`config.mk`:
```
export PLATFORM = sky130hd
export DESIGN_NAME = stream_demux
export DESIGN_NICKNAME = d
export VERILOG_FILES = /design/src/rtl/stream_demux.sv
export SDC_FILE = /design/constraint.sdc
export NUM_CORES = 1
export LEC_CHECK = 0
export ABC_CLOCK_PERIOD_IN_PS = 1690
export BUFFER_PORTS_ARGS = -buffer_cell sky130_fd_sc_hd__buf_2
export CORE_MARGIN = 5
export CORE_UTILIZATION = 46
export DETAILED_ROUTE_END_ITERATION = 8
export PLACE_DENSITY = 0.78
export SYNTH_ARGS = -nofsm -noshare
export SYNTH_HDL_FRONTEND = slang
export SYNTH_SLANG_ARGS = --single-unit
```
`constraint.sdc`:
```
create_clock -name clk -period 1.69 [get_ports clk]
set_clock_uncertainty 0.1 [all_clocks]
set_input_delay 0.169 -clock clk [delete_from_list [all_inputs] [get_ports clk]]
set_output_delay 0.169 -clock clk [all_outputs]
set_load 0.05 [all_outputs]
```
`src/rtl/stream_demux.sv`:
```
// 1-to-N stream demultiplexer with valid/ready handshake. Each output channel
// has a one-entry register, so a stalled consumer only blocks words addressed to it.
module stream_demux #(
  parameter int W     = 4,
  parameter int N_OUT = 4,
  parameter int CNT_W = 8,
  localparam int SEL_W = $clog2(N_OUT)
) (
  input  logic                 clk,
  input  logic                 rst,
  input  logic [W-1:0]         in_data,
  input  logic [SEL_W-1:0]     in_sel,
  input  logic                 in_valid,
  output logic                 in_ready,
  output logic [N_OUT*W-1:0]   out_data,
  output logic [N_OUT-1:0]     out_valid,
  input  logic [N_OUT-1:0]     out_ready,
  output logic [CNT_W-1:0]     drop_count
);

  localparam logic [SEL_W:0] N_LIM = (SEL_W+1)'(N_OUT);

  logic             in_range;
  logic             acc;
  logic [N_OUT-1:0] blocked;
  logic [N_OUT-1:0] full;
  logic [CNT_W-1:0] drop_reg;
  logic [CNT_W-1:0] drop_next;

  assign in_range = ({1'b0, in_sel} < N_LIM);
  // Only the addressed channel can stall the input; a draining slot passes through.
  assign in_ready = !rst && !(|blocked);
  assign acc      = in_valid && in_ready;

  generate
    for (genvar gi = 0; gi < N_OUT; gi++) begin : g_ch
      logic [W-1:0] slot_reg;
      logic [W-1:0] slot_next;
      logic         full_reg;
      logic         full_next;
      logic         sel_hit;
      logic         pop;
      logic         load;

      assign sel_hit     = (in_sel == SEL_W'(gi));
      assign pop         = full_reg && out_ready[gi];
      assign load        = acc && sel_hit;
      assign blocked[gi] = sel_hit && full_reg && !out_ready[gi];

      always_comb begin
        slot_next = slot_reg;
        full_next = full_reg && !pop;
        if (load) begin
          slot_next = in_data;
          full_next = 1'b1;
        end
      end

      always_ff @(posedge clk) begin
        if (rst) begin
          slot_reg <= '0;
          full_reg <= 1'b0;
        end else begin
          slot_reg <= slot_next;
          full_reg <= full_next;
        end
      end

      assign full[gi]             = full_reg;
      assign out_data[gi*W +: W]  = slot_reg;
    end
  endgenerate

  assign out_valid = full;

  // Out-of-range words are accepted and discarded; the counter saturates.
  always_comb begin
    drop_next = drop_reg;
    if (acc && !in_range && (drop_reg != {CNT_W{1'b1}}))
      drop_next = drop_reg + CNT_W'(1);
  end

  always_ff @(posedge clk) begin
    if (rst) drop_reg <= '0;
    else     drop_reg <= drop_next;
  end

  assign drop_count = drop_reg;

endmodule

```
==> impl_metrics.tcl, run 1 <==
set metrics [dict create \
    dp.final_hpwl_microns 1940 \
    drv_slew 0 \
    reg2reg_depth 4 \
    grt_pass1_wl_microns 4210 \
    hold_viol_final 0 \
    largest_reg_flops 16 \
    synth_top_family_by_area "compound AO/OA/AOI/OAI gates" \
    grt_usage 0.164 \
    r2r_end "g_ch[2].slot_reg[2]" \
    cp_data_arrival_time_ns 1.49 \
    yosysWarnings 0 \
    end_kind "output port" \
    cts.clk_slew.worst_paths_ns 0.11 \
    die_h_microns 56.2 \
    ioPinCount 42 \
    most-common-layout-cells "32 x buf_2, 16 x dfxtp_1, 12 x a21oi_1" \
    min_period_ns 1.75 \
    reg2reg_setup_slack_ns 0.43 \
    grt_pass1_vias 980 \
    grt_overflow_total 0 \
    synthMuxAreaShare 0.0230 \
    firstDrtPassIters 5 \
    setup_tns_ns -0.0642 \
    viasPerCell 5.73 \
    n_antenna_cell 0 \
    port-buffer-count 33 \
    synth-edff-count 0 \
    insertion_delay_ns 0.30 \
    p_leak_nw 0.549 \
    synth-async-reset-ratio 0 \
    initial_core_util 0.490 \
    die_x_microns 56.2 \
    detail-route-antenna-nets 0 \
    root_buffer "clkbuf_4" \
    hp-class "input pin to register" \
    drtIter0Drc 30 \
    whs_path_depth 3 \
    synthSimpleGateAreaFrac 0.162 \
    rows 16 \
    clockBufferDepth 2 \
    synth_ff_type "dfxtp_1" \
    dp_worst_setup_slack_ns 0.117 \
    path_max_fanout 2 \
    synth_cell_types 25 \
    gp_congestion 0.828 \
    status "finished, violations left" \
    routedWlPerCell_microns 15.6 \
    hp-start "in_data[3]" \
    cts_buffers 3 \
    crit_required_ns 1.42 \
    crit_type "register to output port" \
    timing.hold.ws_ns 0.0555 \
    power_mw 0.968 \
    finalNonFillerCells 171 \
    fin_util 0.616 \
    nFillCells 189 \
    area_delta_synth_final_pct 25.8 \
    netlist_instances 108 \
    period_share 1.04 \
    p_per_area_nw_per_um2 784 \
    maxCapViolations 0 \
    fin_ws_ns -0.0642 \
    cts.htree.levels 1 \
    ir_drop_uv 456 \
    synth.avg_cell_area_sq_um 9.08 \
    r2r_start "g_ch[2].full_reg" \
    antenna_found_initial 0 \
    finalWirelength_microns 2670 \
    dp_cells 161 \
    synthXorXnorAreaFrac 0 \
    min_to "g_ch[3].slot_reg[3]" \
    cp-start-kind "register" \
    core_area_sq_um 2000 \
    cts_tree "built" \
    synth_seq_area_share 0.408 \
    drc 0 \
    synth_compound_area_frac 0.242 \
    clock-sinks 20 \
    syn_area_sq_um 981 \
    nets 158 \
    grt_max_degree 19 \
    post_dp_cell_area_sq_um 1110 \
    finalSetupViolCount 1 \
    failed_checks "setup timing" \
    fp.dieArea_sq_um 3160 \
    synth_seq_cells 20 \
    drive_gt1_frac 0.417 \
    fin_area_sq_um 1230 \
    mostFrequentLayoutCell "buf_2" \
    synth_fa_ha_area_frac 0 \
    rsz0062_at_grt "true" \
    fmax_mhz 570 \
    vias 980 \
]
-- cell type report --
class / instances / area (sq um) / share of cell area
multi-input combinational: 70 / 482 / 0.390
sequential: 20 / 405 / 0.329
timing repair buffer: 44 / 254 / 0.206
clock buffer: 4 / 36.3 / 0.0294
tap: 27 / 33.8 / 0.0274
inverter: 6 / 22.5 / 0.0183
-- cell usage after synthesis (2+ instances only) --
cell type	count	area share
dfxtp_1	20	0.41
a21oi_1	12	0.061
buf_4	12	0.092
nand4_1	8	0.051
o31ai_1	8	0.061
inv_1	6	0.023
nand2b_1	4	0.026
nor2b_1	4	0.026
o21ai_0	4	0.020
o21ai_1	4	0.020
o311ai_0	4	0.036
buf_2	3	0.015
nor2_1	3	0.011
o311ai_1	3	0.027
buf_6	2	0.023
nand3_1	2	0.010
-- how the worst max path moves through the flow --
stage,startpoint,endpoint,cells after the start
2_1_floorplan,g_ch[3].full_reg,in_ready,3
6_report,g_ch[0].full_reg,in_ready,4
3_5_place_dp,g_ch[0].full_reg,in_ready,4
5_1_grt,g_ch[0].full_reg,in_ready,4
3_3_place_gp,g_ch[0].full_reg,in_ready,4
4_1_cts,g_ch[3].full_reg,in_ready,4
-- worst max-delay path, cell delays in order (launching register included) --
cell	delay, ns
dfxtp_2	0.34
nor2b_4	0.12
mux4_2	0.45
nor2_2	0.11
buf_6	0.16
-- kinds of logic (layout without fill, tap and decap cells) --
group,count (synthesis),count (layout)
muxes,1,1
AOI/OAI and AO/OA,36,36
and+or+nand+nor,25,25
buffers and inverters,25,54
other,1,8
DFF,20,20
-- what timing repair did --
item	in CTS	in global routing
pin swaps	1	1
resized for setup	14	0
setup buffers	5	1
endpoints found under the setup margin	1	1
hold buffers	0	0
-- per-layer routing --
metal	global-route usage	wire, microns	vias to the layer above
met5	0	0	-
met4	0.0678	29	0
met3	0.0302	239	8
met2	0.301	1380	55
met1	0.182	1020	463
li1	-	-	454
-- power by group --
part | switching, mW | internal [mW]
sequential | 0.00680 | 0.485
combinational | 0.154 | 0.0490
clock | 0.142 | 0.131
No activity file was read; power rests on OpenSTA's default activity.
==> inputs of run 2 (changes only) <==
--- a/config.mk
+++ b/config.mk
@@ -5,10 +5,10 @@
 export SDC_FILE = /design/constraint.sdc
 export NUM_CORES = 1
 export LEC_CHECK = 0
+export ABC_AREA = 1
 export ABC_CLOCK_PERIOD_IN_PS = 1690
 export BUFFER_PORTS_ARGS = -buffer_cell sky130_fd_sc_hd__buf_2
-export CORE_MARGIN = 5
-export CORE_UTILIZATION = 46
+export CORE_UTILIZATION = 49
 export DETAILED_ROUTE_END_ITERATION = 8
 export PLACE_DENSITY = 0.78
 export SYNTH_ARGS = -nofsm -noshare
==> impl_metrics.tcl, run 2 <==
set metrics [dict create \
    p_leak_nw 0.807 \
    area_delta_synth_final_pct 17.6 \
    internal_power_mw 0.796 \
    insertion_delay_ns 0.31 \
    p_sw_frac 0.310 \
    period_share 0.965 \
    synth-edff-count 0 \
    reg2reg_depth 9 \
    synth_seq_cells 20 \
    clock-sinks 20 \
    mostFrequentLayoutCell "inv_1" \
    antenna_found_initial 0 \
    seqPwrFrac 0.429 \
    synth_cell_types 20 \
    min_period_ns 1.63 \
    nFillCells 219 \
    clockBufferDepth 2 \
    met1_length_microns 1050 \
    hp-class "input pin to register" \
    grt_overflow_total 0 \
    fp.dieArea_sq_um 2730 \
    fmax_mhz 613 \
    drive_gt1_frac 0.332 \
    status "complete, no violations" \
    synth-async-reset-ratio 0 \
    ir_drop_uv 480 \
    root_buffer "clkbuf_4" \
    cts_buffers 3 \
    cts.htree.levels 1 \
    routedWlPerCell_microns 9.84 \
    gp_congestion 0.793 \
    max_stage_delay_ns 0.36 \
    syn_area_sq_um 1240 \
    dp.final_hpwl_microns 1740 \
    cp_slowest_cell "dfxtp_1" \
    ys_top_cells_by_area "dfxtp_1 32%, inv_1 13%, nand2_1 12%" \
    die_x_microns 52.2 \
    synth_ff_type "dfxtp_1" \
    cts.clk_slew.worst_paths_ns 0.11 \
    path_max_fanout 7 \
    worstPathCellList "inv_1 -> nor2_1 -> nand2_2 -> nand3_2 -> nor2_8 -> buf_4" \
    detail-route-antenna-nets 0 \
    finalSetupViolCount 0 \
    firstDrtPassIters 6 \
    p_comb_frac 0.230 \
    n_antenna_cell 0 \
    post_dp_cell_area_sq_um 1360 \
    pwr-share-clk 0.341 \
    grt_pass1_vias 984 \
    nets 228 \
    cp_data_arrival_time_ns 1.36 \
    synth_most_common_cell "inv_1" \
    fin_ws_ns 0.0592 \
    maxCapViolations 0 \
    finalNonFillerCells 242 \
    netlist_instances 179 \
    synthTopCellsByCount "43 x inv_1, 39 x nand2_1, 20 x dfxtp_1" \
    most-common-layout-cells "43 x inv_1, 39 x nand2_1, 32 x buf_2" \
    core_area_sq_um 2300 \
    synth.avg_cell_area_sq_um 6.91 \
    whs_path_depth 4 \
    timing.hold.ws_ns 0.0265 \
    p_per_area_nw_per_um2 793 \
    initial_core_util 0.538 \
    grt_max_degree 21 \
    wl_met2_microns 1160 \
    dp_cells 233 \
    end_kind "output port" \
    cp-start-kind "register" \
    drc 0 \
    fin_util 0.633 \
    yosysTopAreaCellShare 0.324 \
    hold_viol_final 0 \
    drv_slew 0 \
    top_layer "met4" \
    drtIter0Drc 22 \
    synth_seq_area_share 0.324 \
    largest_reg_flops 16 \
    die_h_microns 52.2 \
    finalWirelength_microns 2380 \
    met3_length_microns 131 \
    dp_worst_setup_slack_ns 0.219 \
    crit_required_ns 1.42 \
    switchingPower_mw 0.358 \
    cts_tree "built" \
    yosysWarnings 0 \
    ioPinCount 42 \
    viasPerCell 4.66 \
    crit_type "register to output port" \
    synth_top_area_cell "dfxtp_1" \
    rows 17 \
    vias 1128 \
    fin_area_sq_um 1450 \
    grt_pass1_wl_microns 4080 \
    port-buffer-count 33 \
    grt_usage 0.201 \
]
-- run 2: kinds of logic after synthesis --
kind of cell / after synthesis / share of synthesized area
AND/OR/NAND/NOR: 90 / 0.413
buffers and inverters: 64 / 0.244
flip-flops: 20 / 0.324
other: 1 / 0.00303
AO/OA/AOI/OAI: 4 / 0.0162
-- run 2: per-layer routing --
metal  GRT usage  vias up
li1            -      586
met1       0.255      495
met2       0.335       42
met3      0.0261        5
met4      0.0965        0
met5           0        -
-- run 2: final cells by class --
type | instances | area (sq um) | area share
Inverter | 48 | 180 | 0.124
Timing Repair Buffer | 40 | 223 | 0.153
Clock buffer | 3 | 22.5 | 0.0155
Clock inverter | 1 | 30.0 | 0.0207
Multi-Input combinational cell | 102 | 563 | 0.387
Sequential cell | 20 | 400 | 0.275
Tap cell | 28 | 35.0 | 0.0241
-- run 2: through the flow --
step,power [mW],setup TNS [ns]
4_1_cts,1.15,0
6_report,1.15,0
3_3_place_gp,0.754,0
3_5_place_dp,0.757,0
2_1_floorplan,0.727,0
5_1_grt,1.20,-0.00436
-- run 2: power by group through the flow --
stage | sequential [mW] | combinational [mW] | clock (mW)
6_report | 0.495 | 0.265 | 0.393
2_1_floorplan | 0.554 | 0.173 | 0
3_3_place_gp | 0.505 | 0.248 | 0
5_1_grt | 0.497 | 0.289 | 0.418
4_1_cts | 0.495 | 0.256 | 0.401
3_5_place_dp | 0.506 | 0.251 | 0
-- run 2: timing repair --
| action | in CTS | in global routing |
|---|---|---|
| pin swaps | 0 | 1 |
| endpoints found under the setup margin | 1 | 1 |
| hold endpoints to repair | 4 | 0 |
| hold buffers | 1 | 0 |
| setup buffers | 0 | 4 |
| resized for setup | 1 | 1 |
-- run 2: worst paths after layout --
check,startpoint,slack [ns],end
worst max-delay path,g_ch[1].full_reg,0.06,in_ready
worst min-delay path,out_ready[1],0.03,g_ch[1].full_reg
worst max register to register,g_ch[1].full_reg,0.30,g_ch[2].slot_reg[1]
worst min register to register,g_ch[1].full_reg,0.40,g_ch[1].full_reg
-- run 2: worst max-delay path, delay by kind of cell (launching register included) --
family,cells,cell delay (ns)
AND/OR/NAND/NOR,4,0.47
flip-flops,1,0.36
buffers and inverters,2,0.23
